**src/rtl/prefetch_queue.sv**
```systemverilog
// Parametrised byte prefetch queue: word fetches from the bus unit, variable-size retire to the pre-decoder.
// Optional macro PREFETCH_BYPASS_EN: fetched bytes are visible (and consumable) in the ack cycle when the queue is empty.
module prefetch_queue #(
  parameter int DEPTH     = 6,
  parameter int BUS_BYTES = 2,
  parameter int PEEK      = 6,
  parameter int CW        = $clog2(DEPTH + 1)
) (
  input  logic                   clk,
  input  logic                   reset,
  input  logic                   flush,
  input  logic [15:0]            flush_ip,
  output logic                   fetch_req,
  output logic [15:0]            fetch_addr,
  input  logic                   fetch_ack,
  input  logic [8*BUS_BYTES-1:0] fetch_data,
  output logic [8*PEEK-1:0]      peek_data,
  output logic [CW-1:0]          peek_count,
  output logic [CW-1:0]          level,
  input  logic                   consume_en,
  input  logic [3:0]             consume_size,
  output logic                   underflow
);
  localparam int SW = CW + 2;

  typedef enum logic {S_IDLE = 1'b0, S_REQ = 1'b1} state_e;

  state_e            state_q;
  logic              fetch_req_q;
  logic [15:0]       fetch_addr_q;
  logic [15:0]       fetch_ip_q;
  logic [7:0]        mem_q [DEPTH];
  logic [CW-1:0]     rd_ptr_q;
  logic [CW-1:0]     wr_ptr_q;
  logic [CW-1:0]     count_q;
  logic              skip_low_q;
  logic              drop_q;
  logic              underflow_q;

  logic              fill_v_s;
  logic              bypass_s;
  logic              under_s;
  logic [SW-1:0]     n_fill_s;
  logic [SW-1:0]     fill_n_s;
  logic [SW-1:0]     avail_s;
  logic [SW-1:0]     size_s;
  logic [SW-1:0]     n_cons_s;
  logic [8*BUS_BYTES-1:0]          fill_bytes_s;
  logic [8*(PEEK+BUS_BYTES)-1:0]   fill_ext_s;

  // Pointers wrap at DEPTH; sums never exceed 2*DEPTH-1, so one subtraction suffices.
  function automatic logic [CW-1:0] wrap(input logic [SW-1:0] s);
    logic [SW-1:0] r;
    r = (s >= SW'(DEPTH)) ? s - SW'(DEPTH) : s;
    return r[CW-1:0];
  endfunction

  // Fill and retire amounts for this cycle.
  always_comb begin
    fill_v_s = (state_q == S_REQ) && fetch_ack && !drop_q && !flush;
    if (skip_low_q) begin
      n_fill_s     = SW'(BUS_BYTES - 1);
      fill_bytes_s = fetch_data >> 8;
    end else begin
      n_fill_s     = SW'(BUS_BYTES);
      fill_bytes_s = fetch_data;
    end
    fill_n_s   = fill_v_s ? n_fill_s : '0;
    fill_ext_s = {{(8*PEEK){1'b0}}, fill_bytes_s};
`ifdef PREFETCH_BYPASS_EN
    bypass_s = fill_v_s && (count_q == '0);
`else
    bypass_s = 1'b0;
`endif
    avail_s = SW'(count_q) + (bypass_s ? fill_n_s : '0);
    size_s  = SW'(consume_size);
    if (!consume_en || flush) begin
      n_cons_s = '0;
      under_s  = 1'b0;
    end else if (size_s > avail_s) begin
      n_cons_s = avail_s;
      under_s  = 1'b1;
    end else begin
      n_cons_s = size_s;
      under_s  = 1'b0;
    end
  end

  // Storage, pointers, count and fetch IP; flush overrides fill and consume.
  always_ff @(posedge clk or posedge reset) begin
    if (reset) begin
      rd_ptr_q    <= '0;
      wr_ptr_q    <= '0;
      count_q     <= '0;
      fetch_ip_q  <= 16'h0000;
      skip_low_q  <= 1'b0;
      underflow_q <= 1'b0;
      for (int k = 0; k < DEPTH; k++) mem_q[k] <= 8'h00;
    end else if (flush) begin
      rd_ptr_q   <= '0;
      wr_ptr_q   <= '0;
      count_q    <= '0;
      fetch_ip_q <= (BUS_BYTES == 2) ? {flush_ip[15:1], 1'b0} : flush_ip;
      skip_low_q <= flush_ip[0] && (BUS_BYTES == 2);
    end else begin
      if (fill_v_s) begin
        for (int j = 0; j < BUS_BYTES; j++) begin
          if (SW'(j) < n_fill_s) mem_q[wrap(SW'(wr_ptr_q) + SW'(j))] <= fill_bytes_s[8*j +: 8];
        end
        wr_ptr_q   <= wrap(SW'(wr_ptr_q) + n_fill_s);
        fetch_ip_q <= fetch_ip_q + 16'(BUS_BYTES);
        skip_low_q <= 1'b0;
      end
      rd_ptr_q <= wrap(SW'(rd_ptr_q) + n_cons_s);
      count_q  <= CW'(SW'(count_q) + fill_n_s - n_cons_s);
      if (under_s) underflow_q <= 1'b1;
    end
  end

  // Request FSM; drop_q marks a request orphaned by flush whose data must be discarded.
  always_ff @(posedge clk or posedge reset) begin
    if (reset) begin
      state_q      <= S_IDLE;
      fetch_req_q  <= 1'b0;
      fetch_addr_q <= 16'h0000;
      drop_q       <= 1'b0;
    end else begin
      case (state_q)
        S_IDLE: begin
          if (!flush && (SW'(DEPTH) - SW'(count_q) >= SW'(BUS_BYTES))) begin
            state_q      <= S_REQ;
            fetch_req_q  <= 1'b1;
            fetch_addr_q <= fetch_ip_q;
          end
        end
        S_REQ: begin
          if (fetch_ack) begin
            state_q     <= S_IDLE;
            fetch_req_q <= 1'b0;
            drop_q      <= 1'b0;
          end else if (flush) begin
            drop_q <= 1'b1;
          end
        end
        default: begin
          state_q     <= S_IDLE;
          fetch_req_q <= 1'b0;
          drop_q      <= 1'b0;
        end
      endcase
    end
  end

  // Head window; slots beyond the held count read as zero.
  always_comb begin
    peek_data = '0;
    for (int i = 0; i < PEEK; i++) begin
      if (bypass_s) begin
        if (SW'(i) < fill_n_s) peek_data[8*i +: 8] = fill_ext_s[8*i +: 8];
        else peek_data[8*i +: 8] = 8'h00;
      end else if (SW'(i) < SW'(count_q)) begin
        peek_data[8*i +: 8] = mem_q[wrap(SW'(rd_ptr_q) + SW'(i))];
      end else begin
        peek_data[8*i +: 8] = 8'h00;
      end
    end
    if (bypass_s) peek_count = CW'(fill_n_s);
    else if (SW'(count_q) > SW'(PEEK)) peek_count = CW'(PEEK);
    else peek_count = count_q;
  end

  assign fetch_req  = fetch_req_q;
  assign fetch_addr = fetch_addr_q;
  assign level      = count_q;
  assign underflow  = underflow_q;
endmodule

```
**config.mk**
```make
export PLATFORM = sky130hd
export DESIGN_NAME = prefetch_queue
export DESIGN_NICKNAME = d
export VERILOG_FILES = /design/src/rtl/prefetch_queue.sv
export SDC_FILE = /design/constraint.sdc
export NUM_CORES = 1
export LEC_CHECK = 0
export CAP_MARGIN = 20
export CORE_MARGIN = 1.5
export CORE_UTILIZATION = 57
export DETAILED_ROUTE_END_ITERATION = 7
export PLACE_DENSITY = 0.83
export SLEW_MARGIN = 20
export SYNTH_ARGS = -nofsm -noshare
export SYNTH_HDL_FRONTEND = slang
export SYNTH_SLANG_ARGS = --single-unit
```
**constraint.sdc**
```tcl
create_clock -name clk -period 9.3 [get_ports clk]
set_clock_uncertainty 0.2 [all_clocks]
set_input_delay 1.86 -clock clk [delete_from_list [all_inputs] [get_ports clk]]
set_output_delay 1.86 -clock clk [all_outputs]
set_load 0.005 [all_outputs]
```
# --- After elaboration in Yosys (flattened, before gate mapping) ---
# Index checks and enable logic that the tools add are counted.
word_totals:
  out_inout_bits: 72
  inputBits: 41
  elab_cells: 166
  regBits: 94
classes:
  addsub: 22
  bitwise: 10
  reduce_logical: 17
  order_cmp: 31
  eq_ne: 2
  n_mux: 68
op_table:
  columns: ["op", "count"]
  rows:
  - ["48-bit two-way mux", 4]
  - ["8-bit two-way mux", 20]
  - ["8-bit binary-select mux with 3-bit select", 6]
  - ["48-bit bitwise mux", 2]
  - ["8-bit demux with 3-bit select", 2]
  - ["16-bit two-way mux", 3]
  - ["3-bit two-way mux", 15]
  - ["4-bit greater-or-equal comparator, second input constant", 8]
  - ["3-bit NOT with 4-bit output", 8]
  - ["3-bit subtractor, second input constant", 10]
  - ["4-bit by 3-bit greater-or-equal comparator with 1-bit output, second input constant", 7]
  - ["16-bit by 2-bit adder with 16-bit output, second input constant", 1]
  - ["1-bit two-way mux", 10]
  - ["2-bit AND reduction", 5]
  - ["3-bit by 1-bit adder with 4-bit output, second input constant", 2]
  - ["3-bit by 2-bit adder with 4-bit output, second input constant", 2]
  - ["3-bit by 3-bit adder with 4-bit output, second input constant", 2]
  - ["4-bit by 1-bit less-than comparator with 1-bit output, second input constant", 2]
  - ["4-bit two-way mux", 2]
  - ["3-bit greater-or-equal comparator, second input constant", 2]
  - ["1-bit logical AND", 6]
  - ["1-bit by 3-bit less-than comparator with 1-bit output, first input constant", 2]
  - ["2-bit by 3-bit less-than comparator with 1-bit output, first input constant", 2]
  - ["3-bit less-than comparator, first input constant", 2]
  - ["17 further kinds", 25]

# --- Logic depth before layout (Yosys ltp) ---
# Gate-level depths: netlist of run 1.
depth:
  depth_word: 13
  ltp_mapped: 16
  ltp_nobuf: 15

# --- Least setup slack after synthesis of run 1 ---
# OpenSTA, ideal clock, no wires.
synth_timing:
  path_kind: "input to register"
  startpoint: "input port consume_size[1]"
  endpoint: "register rd_ptr_q[2]"
  arrival_time_ns: 4.582
  cell_stages: 14
  n_path_buf: 0
  setup_time_ns: 0.094
  t_required_ns: 9.006
  path_slack_ns: 4.424
  cell_sequence: "ha_1 -> nor2b_1 -> nor3_1 -> o21bai_1 -> mux2i_1 -> nor2_1 -> ha_1 -> fa_1 -> xnor2_1 -> inv_1 -> ha_1 -> a211oi_1 -> a21oi_1 -> a211oi_1"
synth_via:
  elab_chain_cells: 7
  word_cells_on_any_way: 8
  classes_between: "2 x add/sub; 2 x order compare; 4 x mux"
synth_lines:
  columns: ["item", "line", "rtl"]
  rows:
  - ["start: declaration", "21", "input logic [3:0] consume_size,"]
  - ["4-bit by 3-bit > comparator with 1-bit output", "80", "end else if (size_s > avail_s) begin"]
  - ["4-bit two-way mux *", "80", null]
  - ["4-bit two-way mux *", "77", "if (!consume_en || flush) begin"]
  - ["3-bit by 4-bit adder with 5-bit output *", "114", "rd_ptr_q <= wrap(SW'(rd_ptr_q) + n_cons_s);"]
  - ["5-bit by 3-bit greater-or-equal comparator with 1-bit output / 3-bit subtractor (equally long branches)", "54", "r = (s >= SW'(DEPTH)) ? s - SW'(DEPTH) : s;"]
  - ["3-bit two-way mux *", "54", null]
  - ["3-bit two-way mux *", "99", "end else if (flush) begin"]
  - ["end signal: assignment", "114", null]
  - ["end: declaration", "33", "logic [CW-1:0] rd_ptr_q;"]
# Every way passes the cells marked *; elsewhere a longest branch is shown, timed or not.
# A chain may end at the register's enable or synchronous reset.

# --- Final worst setup path of run 1 ---
layout_timing:
  startpoint: "register rd_ptr_q[0]"
  endpoint: "output port peek_data[47]"
layout_via:
  elab_chain_cells: 8
  word_cells_on_any_way: 9
  classes_between: "2 x add/sub; 1 x order compare; 5 x mux; 1 x bitwise"
layout_lines:
  columns: ["item", "line", "rtl"]
  rows:
  - ["3-bit by 3-bit adder with 4-bit output *", "162", "peek_data[8*i +: 8] = mem_q[wrap(SW'(rd_ptr_q) + SW'(i))];"]
  - ["4-bit by 3-bit greater-or-equal comparator with 1-bit output / 3-bit subtractor (equally long branches)", "54", null]
  - ["3-bit two-way mux *", "54", null]
  - ["3-bit NOT with 4-bit output (not written as such) *", "162", null]
  - ["8-bit binary-select mux with 3-bit select *", "162", null]
  - ["8-bit two-way mux (not written as such) * (2 in series)", "162", null]
  - ["8-bit two-way mux *", "161", "end else if (SW'(i) < SW'(count_q)) begin"]
  - ["end: declaration", "17", "output logic [8*PEEK-1:0] peek_data,"]
# Every way passes the cells marked *; elsewhere a longest branch is shown, timed or not. The select of a mux whose other input is x is not followed.

==> results of run 1 <==
## metrics by stage
step | hold WS, ns | util, %
5_1_grt | 0.306 | 71.7
2_1_floorplan | 0.266 | -
3_5_place_dp | 0.266 | 69.3
4_1_cts | 0.287 | 71.7
3_3_place_gp | 0.264 | 69.3
6_report | 0.288 | 71.7
## logic make-up (layout without fill, tap and decap cells)
group	count (synthesis)	count (layout)
mux	95	95
simple gates	241	241
compound gates	188	188
fa+ha+maj	33	33
buf+inv	59	160
xor+xnor	23	23
flops	92	92
other cells	1	1
## flip-flops by register name, indices dropped and copies added (netlist names)
name	cells
wr_ptr_q	3
skip_low_q	1
fetch_addr	15
fetch_req	1
mem_q	48
underflow	1
fetch_ip_q	15
state_q	1
drop_q	1
rd_ptr_q	3
level	3
## area by class of cell
class | count | area [um2] | share of cell area, %
multi-input combinational | 581 | 4280 | 51.6
inverter | 28 | 106 | 1.28
clock inverter | 7 | 51.3 | 0.619
timing repair buffer | 116 | 1150 | 13.9
sequential | 92 | 2300 | 27.8
tap | 143 | 179 | 2.16
clock buffer | 9 | 225 | 2.72
## how the worst min path moves through the flow
stage                           end  slack, ns
after floorplan           underflow       0.27
after global placement    underflow       0.26
after detailed placement  underflow       0.27
after global routing      underflow       0.31
after CTS                 underflow       0.29
final                     underflow       0.29
## metal layers
| layer | up-vias | part of all wire, % | track usage, % | wire length (um) |
|---|---|---|---|---|
| met5 | - | 0 | 0 | 0 |
| met3 | 54 | 10 | 5.78 | 2130 |
| met1 | 3123 | 40 | 43.9 | 8230 |
| met4 | 0 | 2.1 | 10.6 | 420 |
| li1 | 2934 | - | - | - |
| met2 | 465 | 47 | 52.6 | 9580 |
## power by group through the flow
stage                     combinational, mW  clock (mW)  sequential [mW]
after detailed placement              0.837           0            0.609
after global routing                  0.933       0.361            0.619
final                                 0.865       0.343            0.609
after global placement                0.806           0            0.599
after floorplan                       0.560           0            0.564
after CTS                             0.844       0.341            0.603
## layout by cell type (no fill, tap or decap), types with 3 or more instances in the layout
cell,Yosys,final
clkbuf_16,0,9
nand4_1,5,5
or2_2,3,3
clkinv_2,0,3
a21oi_4,4,4
a31oi_2,3,3
buf_4,2,5
nand3_1,16,16
mux2_1,8,8
dfrtp_1,92,91
o22a_1,7,7
a21oi_1,28,28
o221ai_1,15,15
o22ai_1,16,16
ha_1,29,29
and4_1,3,3
nor2b_1,4,4
or3_1,8,8
a221o_1,48,48
a211oi_1,5,5
nand2b_1,6,6
nand2_1,59,59
o21ai_0,41,41
mux2i_1,61,60
nor3_1,21,21
mux2_2,26,26
and3_1,12,12
nor2_1,88,88
fa_1,4,4
inv_1,26,25
xnor2_1,12,12
clkdlybuf4s50_1,0,111
xor2_1,10,10
## critical path: stages, from the launching register on
cell and delay [ns]:
dfrtp_2 0.34, buf_4 0.63, inv_1 0.11, ha_1 0.84
o211ai_1 0.21, o21ai_2 0.26, nand4_1 0.44, o22ai_1 0.37
clkdlybuf4s50_1 0.55
==> impl_metrics.env, run 1 <==
export IMPL_grt_max_degree=61
export IMPL_io_pins=113
export IMPL_ant_nets=0
export IMPL_rows=39
export IMPL_r2r_end="rd_ptr_q[2]"
export IMPL_cts_tree="built"
export IMPL_grt_pass1_vias=6316
export IMPL_worstHoldStart="underflow"
export IMPL_critPathMaxFanout=60
export IMPL_worstSetupEndpoint="peek_data[47]"
export IMPL_required_ns=7.24
export IMPL_tns_ns=0
export IMPL_grt_pass1_wl_um=32700
export IMPL_layout_setup_ws_ns=3.13
export IMPL_internal_power_mw=1.09
export IMPL_hpwl_um=15000
export IMPL_synth_distinct_cells=67
export IMPL_ys_async_sr_fraction_pct=100
export IMPL_overflow=0
export IMPL_grt_usage_pct=32.3
export IMPL_reg2reg_from="level[1]"
export IMPL_synth_simple_area_share_pct=17.1
export IMPL_clock_sinks=92
export IMPL_dr_total_vias=6576
export IMPL_synth_main_ff_cell="dfrtp_1"
export IMPL_synth_top_family_by_area="compound AO/OA/AOI/OAI gates"
export IMPL_hold_path_class="reg2reg"
export IMPL_worstSetupStartpointType="flip-flop"
export IMPL_min_period_over_period_pct=66.4
export IMPL_place_congestion=1.05
export IMPL_hold_violations=0
export IMPL_violations="DRC"
export IMPL_tightest_slew_ns=1.05
export IMPL_synth_adder_area_share_pct=6.49
export IMPL_seqPwrFrac_pct=33.5
export IMPL_port_buffers=111
export IMPL_fin_nets=902
export IMPL_synth_xor_area_share_pct=3.06
export IMPL_root_buffer="clkbuf_16"
export IMPL_path_clk_slew_ns=0.07
export IMPL_syn_nets=806
export IMPL_vdd_ir_drop_worst_v=0.000117
export IMPL_drc=10
export IMPL_antenna_found_initial=0
export IMPL_drtIter0Drc=1027
export IMPL_clock_latency_ns=0.35
export IMPL_p_clk_share_pct=18.9
export IMPL_dieWidth_um=112
export IMPL_wl_um=20400
export IMPL_cts_buffers=9
export IMPL_crit_type="reg2out"
export IMPL_synth_mux_area_share_pct=14.5
export IMPL_yosysTopAreaCellShare_pct=33.7
export IMPL_ff2ff_setup_slack_ns=5.05
export IMPL_swShare_pct=39.8
export IMPL_routedWlPerCell_um=20.9
export IMPL_die_y_um=112
export IMPL_yosysSeqAreaShare_pct=33.7
export IMPL_area_delta_synth_final_pct=21.4
export IMPL_post_cts_buffers=0
export IMPL_cts_buffer_depth=2
export IMPL_stdcell_area_um2=8290
export IMPL_power_leakage_nw=3.43
export IMPL_cp_arrival_ns=4.11
export IMPL_h_tree_depth=3
export IMPL_synth_area_top_cells="dfrtp_1, mux2i_1, a221o_1, ha_1, nor2_1"
export IMPL_synth_edff_count=0
export IMPL_yosysWarnings=0
export IMPL_placed_area_um2=8010
export IMPL_holdPathStages=1
export IMPL_setup_viol=0
export IMPL_finalCriticalPeriod_ns=6.17
export IMPL_cp_startpoint="rd_ptr_q[0]"
export IMPL_core_area_um2=11600
export IMPL_max_cap_violations=0
export IMPL_placedCellCount=960
export IMPL_ctsHoldBuffers=0
export IMPL_syn_avg_cell_area_um2=9.33
export IMPL_netlist_instances=732
export IMPL_initial_core_util_pct=59.1
export IMPL_relSlewSlack_pct=29.7
export IMPL_rsz0062_at_grt="no"
export IMPL_synth_compound_area_share_pct=21.4
export IMPL_p_per_area_nw_per_um2=219
export IMPL_finalMaxSlewViolations=0
export IMPL_r2r_cells=15
export IMPL_synth_common_cells="dfrtp_1, nor2_1, mux2i_1, nand2_1, a221o_1"
export IMPL_first_pass_iters=8
export IMPL_combPwrFrac_pct=47.6
export IMPL_ys_seq_elements=92
export IMPL_via_per_inst=6.74
export IMPL_synth_area_leader_cell="dfrtp_1"
export IMPL_switchingPower_mw=0.723
export IMPL_end_kind="output pin"
export IMPL_yosysMostFrequentCell="dfrtp_1"
export IMPL_outcome="finished, violations left"
export IMPL_pre_cts_ws_ns=3.56
export IMPL_die_area_um2=12600
export IMPL_drive_above_1_share_pct=9.12
export IMPL_netlist_area_um2=6830
export IMPL_layout_cells_non_filler=976
export IMPL_finalPower_mw=1.82
export IMPL_fmax_mhz=162
export IMPL_fillers=874
export IMPL_cts_resized=0
export IMPL_antenna_cells=0
(Power assumes the default switching activity.)
==> inputs of run 2 (changes only) <==
- CORE_UTILIZATION: 57 -> 49
- PLACE_DENSITY: 0.83 -> 0.75
- clock period: 9.3 -> 4.99 ns (I/O delays scaled with it)
==> run 2 against run 1 <==
  * The flow now finishes without violations
  * Clock power increased by 110%
  * First-iteration DRC count decreased by 13%
  * Total power increased by 91%
  * Critical endpoint is now peek_data[19]
  * Largest cell class unchanged
  * Setup slack got worse by 2.9 ns
  * Sequential cell count unchanged
  * Highest routed layer unchanged
==> impl_metrics.env, run 2 (synthesized netlist as in run 1, its figures left out) <==
export IMPL_combPwrFrac_pct=47.5
export IMPL_cts_resized=0
export IMPL_final_cell_mix="clkdlybuf4s50_1, dfrtp_1, nor2_1"
export IMPL_clock_sinks=92
export IMPL_cts_tree="built"
export IMPL_finalMaxSlewViolations=0
export IMPL_finalCriticalPeriod_ns=4.77
export IMPL_cp_arrival_ns=3.58
export IMPL_cts_buffers=9
export IMPL_vdd_ir_drop_worst_v=0.000226
export IMPL_p_clk_share_pct=20.9
export IMPL_path_clk_slew_ns=0.06
export IMPL_fillers=1110
export IMPL_dieWidth_um=121
export IMPL_die_area_um2=14700
export IMPL_drc=0
export IMPL_relSlewSlack_pct=27.8
export IMPL_r2r_end="rd_ptr_q[2]"
export IMPL_max_cap_violations=0
export IMPL_first_pass_iters=6
export IMPL_layout_commonest_cell="clkdlybuf4s50_1"
export IMPL_rows=42
export IMPL_hold_path_class="reg2reg"
export IMPL_min_period_over_period_pct=95.7
export IMPL_end_kind="output pin"
export IMPL_post_cts_buffers=0
export IMPL_drtIter0Drc=896
export IMPL_slowest_stage="xnor2_2"
export IMPL_grt_max_degree=54
export IMPL_dr_total_vias=6550
export IMPL_ant_nets=0
export IMPL_worstSetupStartpointType="flip-flop"
export IMPL_worstHoldStart="underflow"
export IMPL_place_congestion=0.916
export IMPL_holdPathStages=1
export IMPL_hpwl_um=15200
export IMPL_wl_um=21200
export IMPL_switchingPower_mw=1.35
export IMPL_port_buffers=111
export IMPL_tns_ns=0
export IMPL_fin_nets=909
export IMPL_grt_pass1_vias=6208
export IMPL_reg2reg_from="level[1]"
export IMPL_internal_power_mw=2.13
export IMPL_tightest_slew_ns=1.08
export IMPL_clock_latency_ns=0.36
export IMPL_largest_register_ffs=48
export IMPL_outcome="finished clean"
export IMPL_ff2ff_setup_slack_ns=0.63
export IMPL_layout_setup_ws_ns=0.215
export IMPL_antenna_cells=0
export IMPL_cts_buffer_depth=2
export IMPL_ctsHoldBuffers=0
export IMPL_root_buffer="clkbuf_16"
export IMPL_pre_cts_ws_ns=0.0128
export IMPL_overflow=0
export IMPL_max_flop_register="mem_q"
export IMPL_whs_endpoint="underflow"
export IMPL_drive_above_1_share_pct=9.88
export IMPL_area_delta_synth_final_pct=23.3
export IMPL_crit_type="reg2out"
export IMPL_hold_violations=0
export IMPL_die_y_um=121
export IMPL_routedWlPerCell_um=20.9
export IMPL_setup_viol=0
export IMPL_antenna_found_initial=0
export IMPL_io_pins=113
export IMPL_via_per_inst=6.45
export IMPL_r2r_cells=15
export IMPL_core_area_um2=13400
export IMPL_h_tree_depth=3
export IMPL_grt_usage_pct=29.6
export IMPL_seqPwrFrac_pct=31.6
export IMPL_fin_util_pct=62.8
export IMPL_crit_chain="ha_2, inv_2, a211oi_1, xnor2_2, nand3_1, o22ai_1, clkdlybuf4s50_1"
export IMPL_p_per_area_nw_per_um2=413
export IMPL_placedCellCount=1000
export IMPL_grt_pass1_wl_um=33500
export IMPL_swShare_pct=38.8
export IMPL_layout_cells_non_filler=1016
export IMPL_rsz0062_at_grt="no"
export IMPL_critPathMaxFanout=17
export IMPL_slowest_delay_ns=0.61
export IMPL_fmax_mhz=209
export IMPL_initial_core_util_pct=51.0
export IMPL_required_ns=3.79
export IMPL_power_leakage_nw=3.47
==> run 2: worst max path at each step <==
| stage | slack, ns | endpoint | depth (start not counted) | startpoint |
|---|---|---|---|---|
| finish | 0.22 | peek_data[19] | 7 | rd_ptr_q[2] |
| global route | 0.04 | peek_data[19] | 7 | rd_ptr_q[2] |
| CTS | 0.16 | peek_data[19] | 7 | rd_ptr_q[2] |
| detailed placement | 0.01 | rd_ptr_q[2] | 15 | consume_size[2] |
| global placement | 0.38 | rd_ptr_q[2] | 15 | consume_size[2] |
| floorplan | 0.98 | rd_ptr_q[2] | 14 | consume_size[1] |
==> run 2: area by class of cell <==
class | instances | area (um2) | area share [%]
Clock inverter | 5 | 58.8 | 0.698
Multi-Input combinational cell | 581 | 4280 | 50.8
Timing Repair Buffer | 123 | 1200 | 14.3
Tap cell | 176 | 220 | 2.62
Inverter | 28 | 106 | 1.26
Clock buffer | 11 | 253 | 3.00
Sequential cell | 92 | 2300 | 27.4
==> run 2: worst max-delay path, delay by kind of cell, from the launching register on <==
family	cells	cell delay, ns
buffers and inverters	2	0.67
adders and majority gates	1	0.46
AOI/OAI and AO/OA	2	0.44
and+or+nand+nor	1	0.48
DFF	1	0.57
xor gates and xnor gates	1	0.61
==> run 2: stage by stage <==
step	area, um2	power, mW	hold WS [ns]
CTS	8420	3.44	0.276
floorplan	6830	2.09	0.266
detailed placement	8110	2.71	0.262
global route	8420	3.66	0.304
global placement	8110	2.64	0.263
finish	8420	3.48	0.274
==> run 2: routing by layer <==
layer / GRT usage [%] / share of wire (%) / routed length [um]
met4: 9.63 / 2.2 / 470
met5: 0 / 0 / 0
met2: 47.2 / 47 / 10000
met3: 6.06 / 9.0 / 1910
met1: 40.2 / 42 / 8810
==> run 2: power by group through the flow <==
stage / Sequential (mW) / Combinational [mW] / Clock [mW]
2_1_floorplan: 1.05 / 1.04 / 0
3_3_place_gp: 1.09 / 1.55 / 0
3_5_place_dp: 1.10 / 1.61 / 0
4_1_cts: 1.09 / 1.62 / 0.729
5_1_grt: 1.12 / 1.78 / 0.758
6_report: 1.10 / 1.65 / 0.726
